`config.mk`:
```
export PLATFORM = sky130hd
export DESIGN_NAME = i2c_bus_arbiter
export DESIGN_NICKNAME = d
export VERILOG_FILES = /design/src/rtl/i2c_arb_pkg.sv /design/src/rtl/i2c_bus_arbiter_rr_pick.sv /design/src/rtl/i2c_bus_arbiter.sv
export SDC_FILE = /design/constraint.sdc
export NUM_CORES = 1
export LEC_CHECK = 0
export CORE_MARGIN = 4
export CORE_UTILIZATION = 43
export DETAILED_ROUTE_END_ITERATION = 12
export PLACE_DENSITY = 0.95
export REMOVE_ABC_BUFFERS = 1
export SLEW_MARGIN = 30
export SYNTH_ARGS = -nofsm -noshare
export SYNTH_HDL_FRONTEND = slang
export SYNTH_HIERARCHICAL = 1
export SYNTH_SLANG_ARGS = --single-unit
```
`constraint.sdc`:
```
create_clock -name clk_50mhz -period 12.6 [get_ports clk_50mhz]
set_input_delay 2.52 -clock clk_50mhz [delete_from_list [all_inputs] [get_ports clk_50mhz]]
set_output_delay 2.52 -clock clk_50mhz [all_outputs]
set_load 0.1 [all_outputs]
```
`src/rtl/i2c_arb_pkg.sv`:
```
`default_nettype none
// +--------------------------------------------------------------------------+
// | i2c_arb_pkg - shared cmd-word layout, widths and FSM states.  Rev 1.0    |
// +--------------------------------------------------------------------------+
package i2c_arb_pkg;

  localparam int CMD_W  = 12;
  localparam int DATA_W = 9;

  // Command word: {address[6:0], start, read, write, write_multiple, stop}
  localparam int CMD_STOP     = 0;
  localparam int CMD_WMULT    = 1;
  localparam int CMD_WRITE    = 2;
  localparam int CMD_READ     = 3;
  localparam int CMD_START    = 4;
  localparam int CMD_ADDR_LSB = 5;
  localparam int CMD_ADDR_MSB = 11;

  typedef enum logic [1:0] {
    ST_IDLE  = 2'd0,
    ST_OWN   = 2'd1,
    ST_DRAIN = 2'd2
  } arb_state_t;

endpackage
`default_nettype wire

```
`src/rtl/i2c_bus_arbiter_rr_pick.sv`:
```
`default_nettype none
// +--------------------------------------------------------------------------+
// | rr_pick - first set request strictly after 'last', modulo NREQ. Rev 1.0  |
// +--------------------------------------------------------------------------+
module rr_pick #(
  parameter int NREQ  = 5,
  parameter int IDX_W = 3
) (
  input  logic [NREQ-1:0]  req,
  input  logic [IDX_W-1:0] last,
  output logic [NREQ-1:0]  onehot,
  output logic [IDX_W-1:0] idx,
  output logic             any
);

  logic [IDX_W-1:0] w_pos;

  always_comb begin
    onehot = '0;
    idx    = '0;
    any    = 1'b0;
    w_pos  = last;
    for (int k = 0; k < NREQ; k++) begin
      if (w_pos == IDX_W'(NREQ - 1)) begin
        w_pos = '0;
      end else begin
        w_pos = w_pos + IDX_W'(1);
      end
      if (!any && req[w_pos]) begin
        any           = 1'b1;
        onehot[w_pos] = 1'b1;
        idx           = w_pos;
      end
    end
  end

endmodule
`default_nettype wire

```
`src/rtl/i2c_bus_arbiter.sv`:
```
`default_nettype none
// +--------------------------------------------------------------------------+
// | i2c_bus_arbiter - round-robin owner of one i2c_master per transaction.   |
// | Rev 1.0                                                                  |
// +--------------------------------------------------------------------------+
module i2c_bus_arbiter
  import i2c_arb_pkg::*;
#(
  parameter int NREQ         = 5,
  parameter int HOLD_TIMEOUT = 1024
) (
  input  logic                   clk_50mhz,
  input  logic                   rst_50mhz_n,
  input  logic [NREQ*CMD_W-1:0]  req_cmd,
  input  logic [NREQ-1:0]        req_cmd_valid,
  output logic [NREQ-1:0]        req_cmd_ready,
  input  logic [NREQ*DATA_W-1:0] req_wdata,
  input  logic [NREQ-1:0]        req_wdata_valid,
  output logic [NREQ-1:0]        req_wdata_ready,
  output logic [DATA_W-1:0]      req_rdata,
  output logic [NREQ-1:0]        req_rdata_valid,
  input  logic [NREQ-1:0]        req_rdata_ready,
  output logic [CMD_W-1:0]       m_cmd,
  output logic                   m_cmd_valid,
  input  logic                   m_cmd_ready,
  output logic [DATA_W-1:0]      m_wdata,
  output logic                   m_wdata_valid,
  input  logic                   m_wdata_ready,
  input  logic [DATA_W-1:0]      m_rdata,
  input  logic                   m_rdata_valid,
  output logic                   m_rdata_ready,
  input  logic                   m_busy,
  output logic [NREQ-1:0]        grant,
  output logic                   timeout_evt
);

  localparam int          c_idx_w      = (NREQ > 1) ? $clog2(NREQ) : 1;
  localparam logic [10:0] c_hold_limit = 11'(HOLD_TIMEOUT);

  arb_state_t         r_state, w_state_nxt;
  logic [NREQ-1:0]    r_grant, w_grant_nxt;
  logic [c_idx_w-1:0] r_owner, w_owner_nxt;
  logic [c_idx_w-1:0] r_last, w_last_nxt;
  logic [10:0]        r_idle_cnt, w_idle_cnt_nxt;
  logic               r_timeout_evt, w_timeout_nxt;
  logic               r_run;

  logic [NREQ-1:0]    w_pick_onehot;
  logic [c_idx_w-1:0] w_pick_idx;
  logic               w_pick_any;

  logic [CMD_W-1:0]   w_cmd_arr   [NREQ];
  logic [DATA_W-1:0]  w_wdata_arr [NREQ];

  logic w_own, w_route_rd, w_stop_hs, w_owner_active;

  for (genvar gi = 0; gi < NREQ; gi++) begin : g_unpack
    assign w_cmd_arr[gi]   = req_cmd[gi*CMD_W +: CMD_W];
    assign w_wdata_arr[gi] = req_wdata[gi*DATA_W +: DATA_W];
  end

  rr_pick #(
    .NREQ  (NREQ),
    .IDX_W (c_idx_w)
  ) u_rr_pick (
    .req    (req_cmd_valid),
    .last   (r_last),
    .onehot (w_pick_onehot),
    .idx    (w_pick_idx),
    .any    (w_pick_any)
  );

  // Payloads are pure muxes on the registered owner; only handshakes are gated.
  assign w_own      = (r_state == ST_OWN);
  assign w_route_rd = (r_state != ST_IDLE);

  assign m_cmd           = w_cmd_arr[r_owner];
  assign m_cmd_valid     = w_own & req_cmd_valid[r_owner];
  assign req_cmd_ready   = w_own ? (r_grant & {NREQ{m_cmd_ready}}) : '0;

  assign m_wdata         = w_wdata_arr[r_owner];
  assign m_wdata_valid   = w_own & req_wdata_valid[r_owner];
  assign req_wdata_ready = w_own ? (r_grant & {NREQ{m_wdata_ready}}) : '0;

  // With no owner, stray read data is swallowed once out of reset.
  assign req_rdata       = m_rdata;
  assign req_rdata_valid = w_route_rd ? (r_grant & {NREQ{m_rdata_valid}}) : '0;
  assign m_rdata_ready   = w_route_rd ? req_rdata_ready[r_owner] : r_run;

  assign grant       = r_grant;
  assign timeout_evt = r_timeout_evt;

  assign w_stop_hs      = m_cmd_valid & m_cmd_ready & m_cmd[CMD_STOP];
  assign w_owner_active = req_cmd_valid[r_owner] | req_wdata_valid[r_owner] | m_busy;

  always_ff @(posedge clk_50mhz) begin
    if (!rst_50mhz_n) begin
      r_state       <= ST_IDLE;
      r_grant       <= '0;
      r_owner       <= '0;
      r_last        <= c_idx_w'(NREQ - 1);
      r_idle_cnt    <= '0;
      r_timeout_evt <= 1'b0;
      r_run         <= 1'b0;
    end else begin
      r_state       <= w_state_nxt;
      r_grant       <= w_grant_nxt;
      r_owner       <= w_owner_nxt;
      r_last        <= w_last_nxt;
      r_idle_cnt    <= w_idle_cnt_nxt;
      r_timeout_evt <= w_timeout_nxt;
      r_run         <= 1'b1;
    end
  end

  always_comb begin
    w_state_nxt    = r_state;
    w_grant_nxt    = r_grant;
    w_owner_nxt    = r_owner;
    w_last_nxt     = r_last;
    w_idle_cnt_nxt = '0;
    w_timeout_nxt  = 1'b0;
    case (r_state)
      ST_IDLE: begin
        if (w_pick_any) begin
          w_state_nxt = ST_OWN;
          w_grant_nxt = w_pick_onehot;
          w_owner_nxt = w_pick_idx;
          w_last_nxt  = w_pick_idx;
        end
      end
      ST_OWN: begin
        if (w_stop_hs) begin
          w_state_nxt = ST_DRAIN;
        end else if (r_idle_cnt == c_hold_limit) begin
          w_state_nxt   = ST_IDLE;
          w_grant_nxt   = '0;
          w_timeout_nxt = 1'b1;
        end else if (!w_owner_active) begin
          w_idle_cnt_nxt = r_idle_cnt + 11'd1;
        end
      end
      ST_DRAIN: begin
        if (!m_busy && !m_rdata_valid) begin
          w_state_nxt = ST_IDLE;
          w_grant_nxt = '0;
        end
      end
      default: begin
        w_state_nxt = ST_IDLE;
        w_grant_nxt = '0;
      end
    endcase
  end

endmodule
`default_nettype wire

```
# Word-level counts from Yosys, hierarchy flattened
# Index checks and enable logic that the tools add are counted.
dict set report classes {
  reduce_logical 23
  bitwise_logic 16
  mux 68
  addsub 6
  magnitude_cmp 12
  n_eq_ne 13
}
# op count
set op_table {}
lappend op_table {{2-to-1 mux 5 bit} 12}
lappend op_table {{binary-select mux 12 bit (select 3 bit)} 1}
lappend op_table {{2-to-1 mux 3 bit} 10}
lappend op_table {{binary-select mux 9 bit (select 3 bit)} 1}
lappend op_table {{binary-select mux 1 bit (select 3 bit)} 8}
lappend op_table {{< comparator 3 x 4 -> 1 bit, second input constant} 6}
lappend op_table {{2-to-1 mux 12 bit} 2}
lappend op_table {{2-to-1 mux 1 bit} 21}
lappend op_table {{bitwise OR 5 bit} 4}
lappend op_table {{2-to-1 mux 9 bit} 2}
lappend op_table {{adder 3 x 1 -> 3 bit, second input constant} 5}
lappend op_table {{AND 5 bit} 3}
lappend op_table {{demux 1 bit (select 3 bit)} 5}
lappend op_table {{== test 3 bit, second input constant} 5}
lappend op_table {{greater-or-equal comparator 3 x 1 -> 1 bit, second input constant} 5}
lappend op_table {{case mux 5 bit (3 select lines)} 1}
lappend op_table {{adder 11 x 1 -> 11 bit, second input constant} 1}
lappend op_table {{== test 11 bit, second input constant} 1}
lappend op_table {{logical AND 1 bit} 10}
lappend op_table {{2-to-1 mux 2 bit} 4}
lappend op_table {{zero test 1 bit} 6}
lappend op_table {{case mux 2 bit (3 select lines)} 1}
lappend op_table {{OR reduction 5 bit} 1}
lappend op_table {{AND 1 bit} 4}
lappend op_table {{other kinds (15)} 19}
dict set report word_totals {
  elab_cells 145
  ff_bits 26
}

# Logic depth before layout (Yosys ltp)
# Gate-level depths: netlist (run 1).
dict set report logic_depth {
  word_depth 19
  depth_mapped 21
}

# Cells and area by module
# The synthesis (run 1) kept the hierarchy.
# module cells_per_inst area_per_inst_um2 instances
set modules_own_cells {}
lappend modules_own_cells {i2c_bus_arbiter 218 2197.1 1}
lappend modules_own_cells {rr_pick 172 1238.7 1}

# Worst setup path before layout (run 1)
# Ideal clock, no wire load.
dict set report synth_timing {
  kind {in2out}
  startpoint {input port req_rdata_ready[1]}
  endpoint {output port m_rdata_ready}
  required_time_ps 10080
  path_slack_ps 6018
  stages 3
  t_arrival_ps 4062
  n_path_buf 0
  cell_sequence {mux4_2 a221oi_1 nor2_1}
}
dict set report synth_between {
  elab_chain_len 3
}
# element line_no
set synth_lines {}
lappend synth_lines {{start: declaration} i2c_bus_arbiter.sv:22} ;# input logic [NREQ-1:0] req_rdata_ready,
lappend synth_lines {{binary-select mux 1 bit (select 3 bit)} i2c_bus_arbiter.sv:88} ;# assign m_rdata_ready = w_route_rd ? req_rdata_ready[r_owner] : r_run;
lappend synth_lines {{2-to-1 mux 1 bit (not written as such)} i2c_bus_arbiter.sv:88}
lappend synth_lines {{2-to-1 mux 1 bit} i2c_bus_arbiter.sv:88}
lappend synth_lines {{end: declaration} i2c_bus_arbiter.sv:31} ;# output logic m_rdata_ready,
# No other way between the ends. The select of a mux whose other input is x is not followed.

# Final worst setup path (run 1)
dict set report layout_timing {
  startpoint {input port req_cmd_valid[3]}
  endpoint {output port m_cmd_valid}
}
dict set report layout_between {
  elab_chain_len 3
}
# element line_no
set layout_lines {}
lappend layout_lines {{start: declaration} i2c_bus_arbiter.sv:15} ;# input logic [NREQ-1:0] req_cmd_valid,
lappend layout_lines {{binary-select mux 1 bit (select 3 bit)} i2c_bus_arbiter.sv:78} ;# assign m_cmd_valid = w_own & req_cmd_valid[r_owner];
lappend layout_lines {{2-to-1 mux 1 bit (not written as such)} i2c_bus_arbiter.sv:78}
lappend layout_lines {{AND 1 bit} i2c_bus_arbiter.sv:78}
lappend layout_lines {{end: declaration} i2c_bus_arbiter.sv:24} ;# output logic m_cmd_valid,
# No other way between the ends. The select of a mux whose other input is x is not followed.

==> results of run 1 <==
[metal layers]
metal	GRT usage [%]	vias up	share of wire [%]
met5	0	-	0
met4	6.070	0	2.3
met1	33.07	1935	38
li1	-	1840	-
met3	5.169	31	8.0
met2	50.08	243	52
[cell usage after synthesis (9+ instances only)]
| cell type | count | area share (%) |
|---|---|---|
| clkbuf_1 | 10 | 1.1 |
| nand2_1 | 27 | 2.9 |
| dfxtp_1 | 24 | 14 |
| a41o_1 | 11 | 3.2 |
| a22o_1 | 20 | 5.1 |
| nor3_1 | 10 | 1.5 |
| ha_1 | 9 | 3.3 |
| buf_4 | 11 | 2.4 |
| nor2_1 | 14 | 1.5 |
| mux2i_1 | 10 | 2.9 |
| nor3_2 | 10 | 2.9 |
| mux4_2 | 22 | 14 |
| a21oi_1 | 14 | 2.0 |
| and3_1 | 19 | 3.5 |
| inv_1 | 15 | 1.6 |
| nand3_1 | 11 | 1.6 |
[worst min path at each step]
stage | to | slack [ns] | cells after the start
after floorplan | r_owner[2] | 0.46 | 2
after global placement | r_owner[2] | 0.49 | 2
after detailed placement | r_owner[2] | 0.51 | 2
after CTS | r_owner[2] | 0.52 | 2
after global routing | r_owner[2] | 0.58 | 2
final | r_owner[2] | 0.53 | 2
[cell type report]
type                       instances  area, um^2  area share (%)
clock buffer                       3       41.29          0.7975
sequential                        24       481.7           9.304
tap                              102       127.6           2.465
multi-input combinational        317        2706           52.27
timing repair buffer             173        1727           33.35
clock inverter                     1       30.03          0.5800
inverter                          17       63.81           1.232
[stage by stage]
| step | worst slack [ns] | hold slack (ns) | area, um^2 | power [mW] |
|---|---|---|---|---|
| after floorplan | 5.891 | 0.4598 | 3244 | 1.073 |
| after global placement | 4.494 | 0.4886 | 5096 | 1.365 |
| after detailed placement | 4.435 | 0.5067 | 5106 | 1.376 |
| after CTS | 4.436 | 0.5201 | 5177 | 1.445 |
| after global routing | 4.278 | 0.5790 | 5177 | 1.533 |
| final | 4.395 | 0.5270 | 5177 | 1.459 |
[critical path: stages]
cell	delay, ns
clkdlybuf4s50_1	0.69
mux2i_1	0.15
o22ai_1	0.24
or2_1	0.72
and2_1	0.22
clkdlybuf4s50_1	1.13
[logic make-up after synthesis]
family	after synthesis	share of synthesized area (%)
flip-flops	24	13.98
adder cells (fa/ha/maj)	9	3.278
buffers and inverters	49	7.429
multiplexers	33	17.66
AND/OR/NAND/NOR	147	26.18
XOR/XNOR	11	2.804
AO/OA/AOI/OAI	117	28.66
[flip-flops by register name, indices dropped and copies added (netlist names)]
| register | count |
|---|---|
| r_state | 2 |
| r_owner | 3 |
| grant | 5 |
| r_run | 1 |
| timeout_evt | 1 |
| r_last | 1 |
| r_idle_cnt | 11 |
[power breakdown]
part           internal [mW]  total, mW  switching (mW)
registers             0.0897      0.114          0.0240
logic                  0.407       1.28           0.869
clock network         0.0425     0.0682          0.0257
total                  0.540       1.46           0.919
==> results.cfg, run 1 <==
[logic_synthesis]
synth_area_um2 = 3436
synth_seq_cells = 24
yosysUniqueCellTypes = 82
yosysWarnings = 6
synthArstFlopShare_pct = 0
ys.flop_type = dfxtp_1
yosysSeqAreaShare_pct = 13.98
synth_edf_count = 0
synth_cells = 390
syn-mean-instance-area_um2 = 8.810

[placement]
dp_hpwl_mm = 10.98
dp.cells = 633
portBuffers = 170
gp_congestion = 0.9761

[timing]
hold_viol = 0
tns_ns = 0
fmax_mhz = 121.9
rsz0062_at_grt = false
max-slew-margin-rel_pct = 31.95
finalSetupViolations = 0
worst_pin_slew_ns = 1.018
fin_worst_skew_ns = 0.01107
timing.final.crit_share_pct = 65.12
period_minus_slack_ns = 8.205
drv_slew = 0

[critical_path]
path_class = in2out
r2r_start = r_owner[0]
endpoint = m_cmd_valid
cp-startpoint = req_cmd_valid[3]
cp-end-kind = primary output
cp-start-kind = input port
rrSetupSlack_ns = 6.36
rr_worst_depth = 19
cp_max_fo = 19
r2r-end = grant[3]
required_ns = 10.08
worstPathArrival_ns = 5.69

[power_and_ir_drop]
leakagePower_nw = 1.929
vdd_drop_max_uv = 169.8
powerDensity_nw_per_um2 = 281.7

[global_route]
grt_pass1_vias = 3910
grt_pass1_wl_mm = 21.36
grt.total_usage_pct = 27.38
antenna_found_initial = 0
grt_max_degree = 43
grt_overflow = 0

[detailed_routing]
via_per_inst = 6.356
ant_nets = 0
drt-initial-drc-count = 328
drc_errors = 0
dr.pass1.iters = 6
drt-wirelength-per-cell_um = 21.16
wl_mm = 13.48
routed-via-count = 4049

[clock_network]
clk_path_buf_depth = 2
post_cts_buffers = 0
cts_tree = done
ctsHoldBuffers = 0
cts_buffers = 3
cts_resized = 0
path_clk_slew_ns = 0.08
cts-root-buf = clkbuf_8
clk_latency_ns = 0.27
htree_levels = 1
cts.sinks = 24

[die]
start_util_pct = 44.23
fp-row-count = 32
die_x_um = 97.39
ios = 189
die-height_um = 97.39
die-area_um2 = 9485
coreArea_um2 = 7767

[finish]
instances_no_fill = 637
final_cell_mix = clkdlybuf4s50_1, nand2_1, dfxtp_1
drive_above_1_share_pct = 13.27
nets = 680
n_antenna_cell = 0
area_growth_pct = 50.69
final_core_util_pct = 66.66
fill_cells = 627
final_common_cell = clkdlybuf4s50_1

[min_path]
hold_path_class = reg2reg
hold_path.startpoint = r_owner[2]

[status]
status = finished clean

[flow_run]
maxCapViolations = 0
Power figures use the tool's default switching activity.
==> inputs of run 2 (changes only) <==
--- a/config.mk
+++ b/config.mk
@@ -6,9 +6,9 @@
 export NUM_CORES = 1
 export LEC_CHECK = 0
 export CORE_MARGIN = 4
-export CORE_UTILIZATION = 43
+export CORE_UTILIZATION = 40
 export DETAILED_ROUTE_END_ITERATION = 12
-export PLACE_DENSITY = 0.95
+export PLACE_DENSITY = 0.94
 export REMOVE_ABC_BUFFERS = 1
 export SLEW_MARGIN = 30
 export SYNTH_ARGS = -nofsm -noshare
==> constraint.sdc (replaced) <==
create_clock -name clk_50mhz -period 8.6 [get_ports clk_50mhz]
set_input_delay 1.72 -clock clk_50mhz [delete_from_list [all_inputs] [get_ports clk_50mhz]]
set_output_delay 1.72 -clock clk_50mhz [all_outputs]
set_load 0.1 [all_outputs]
==> run 2 against run 1 <==
  * Setup slack got worse by 2.3 ns
  * Largest cell class unchanged
  * Die area increased by 6.9%
  * First-iteration DRC count decreased by 34%
  * Flip-flop and latch count unchanged
  * Non-clock buffer count unchanged
  * Count of clock-buffer cells in the layout unchanged
==> results.cfg, run 2 (same netlist as run 1, synthesis figures left out) <==
[detailed_routing]
drt-wirelength-per-cell_um = 21.15
dr.pass1.iters = 5
routed-via-count = 3917
wl_mm = 13.54
via_per_inst = 6.120
ant_nets = 0
drc_errors = 0
drt-initial-drc-count = 215

[critical_path]
path_class = in2out
cp-start-kind = input port
required_ns = 6.88
worstPathArrival_ns = 4.79
cp_max_fo = 19
r2r_start = r_owner[0]
cp-end-kind = primary output
cp-startpoint = req_cmd_valid[3]

[timing]
period_minus_slack_ns = 6.513
rsz0062_at_grt = false
fmax_mhz = 153.5
fin_worst_skew_ns = 0.008667
tns_ns = 0
drv_slew = 0
worst_pin_slew_ns = 1.019
max-slew-margin-rel_pct = 31.83
timing.final.crit_share_pct = 75.74
hold_viol = 0
finalSetupViolations = 0

[clock_network]
htree_levels = 1
post_cts_buffers = 0
clk_path_buf_depth = 2
clk_latency_ns = 0.26
cts_resized = 0
path_clk_slew_ns = 0.08
cts_tree = done
cts-root-buf = clkbuf_8
cts.sinks = 24
ctsHoldBuffers = 0
cts_buffers = 3

[finish]
area_growth_pct = 50.25
regMostFlops = r_idle_cnt
largest_reg_flops = 11
final_cell_mix = clkdlybuf4s50_1, nand2_1, dfxtp_1
nets = 680
design_area_um2 = 5162
n_antenna_cell = 0
drive_above_1_share_pct = 13.46
final_common_cell = clkdlybuf4s50_1
fill_cells = 689

[global_route]
grt_pass1_vias = 3877
grt_max_degree = 43
antenna_found_initial = 0
grt.total_usage_pct = 25.69
grt_pass1_wl_mm = 20.69
grt_overflow = 0

[die]
die-area_um2 = 10140
die_x_um = 100.7
ios = 189
die-height_um = 100.7
coreArea_um2 = 8299
start_util_pct = 41.40
fp-row-count = 33

[placement]
gp_congestion = 0.8802
portBuffers = 170
placed_cell_area_um2 = 5091
dp_hpwl_mm = 11.16

[status]
status = finished clean

[power_and_ir_drop]
powerDensity_nw_per_um2 = 414.3
vdd_drop_max_uv = 279.8
leakagePower_nw = 1.929
power_mw = 2.139

[flow_run]
maxCapViolations = 0

[min_path]
hold_path_class = reg2reg
hold_path.startpoint = r_owner[2]
run 2: cell types whose count changed in the layout (fill, tap and decap cells not counted):
cell / before / now
buf_8: 1 / 0
buf_2: 1 / 2
nor3b_2: 1 / 2
nor3b_4: 1 / 0
clkdlybuf4s50_1: 169 / 168
buf_4: 2 / 3
run 2: path summary, 6_finish.rpt:
kind | end | slack, ns | cells after the start
worst max register to register | grant[2] | 2.95 | 16
worst max-delay path | m_cmd_valid | 2.09 | 6
worst min-delay path | r_owner[2] | 0.50 | 2
worst min register to register | r_owner[2] | 0.50 | 2
run 2: metrics by stage:
stage / worst slack (ns) / hold slack [ns] / util, % / instances
2_1_floorplan: 2.850 / 0.4598 / - / 358
3_3_place_gp: 2.112 / 0.4710 / 61.47 / 636
3_5_place_dp: 2.071 / 0.4957 / 61.34 / 636
4_1_cts: 2.076 / 0.5069 / 62.20 / 640
5_1_grt: 1.862 / 0.5501 / 62.20 / 640
6_report: 2.087 / 0.5035 / 62.20 / 640
run 2: cell type report:
class / count / area, um^2 / share of cell area [%]
sequential: 24 / 481.7 / 9.331
timing repair buffer: 173 / 1714 / 33.20
clock buffer: 3 / 41.29 / 0.7998
tap: 105 / 131.4 / 2.545
inverter: 17 / 63.81 / 1.236
clock inverter: 1 / 30.03 / 0.5817
multi-input combinational: 317 / 2700 / 52.30
run 2: routing by layer:
| layer | GRT usage [%] | share of wire [%] | vias to the layer above |
|---|---|---|---|
| met4 | 8.290 | 2.9 | 0 |
| met3 | 3.875 | 7.7 | 26 |
| met5 | 0 | 0 | - |
| met2 | 48.91 | 53 | 186 |
| li1 | - | - | 1839 |
| met1 | 28.86 | 37 | 1866 |
run 2: report_power, final:
part	switching (mW)	internal [mW]	total [mW]
Sequential	0.0323	0.131	0.164
Clock	0.0348	0.0622	0.0969
Combinational	1.29	0.589	1.88
run 2: worst max-delay path, stage by stage:
cell             delay, ns
clkdlybuf4s50_1       0.66
mux2i_1               0.15
o22ai_1               0.19
or2_1                 0.70
and2_1                0.22
clkdlybuf4s50_1       1.14
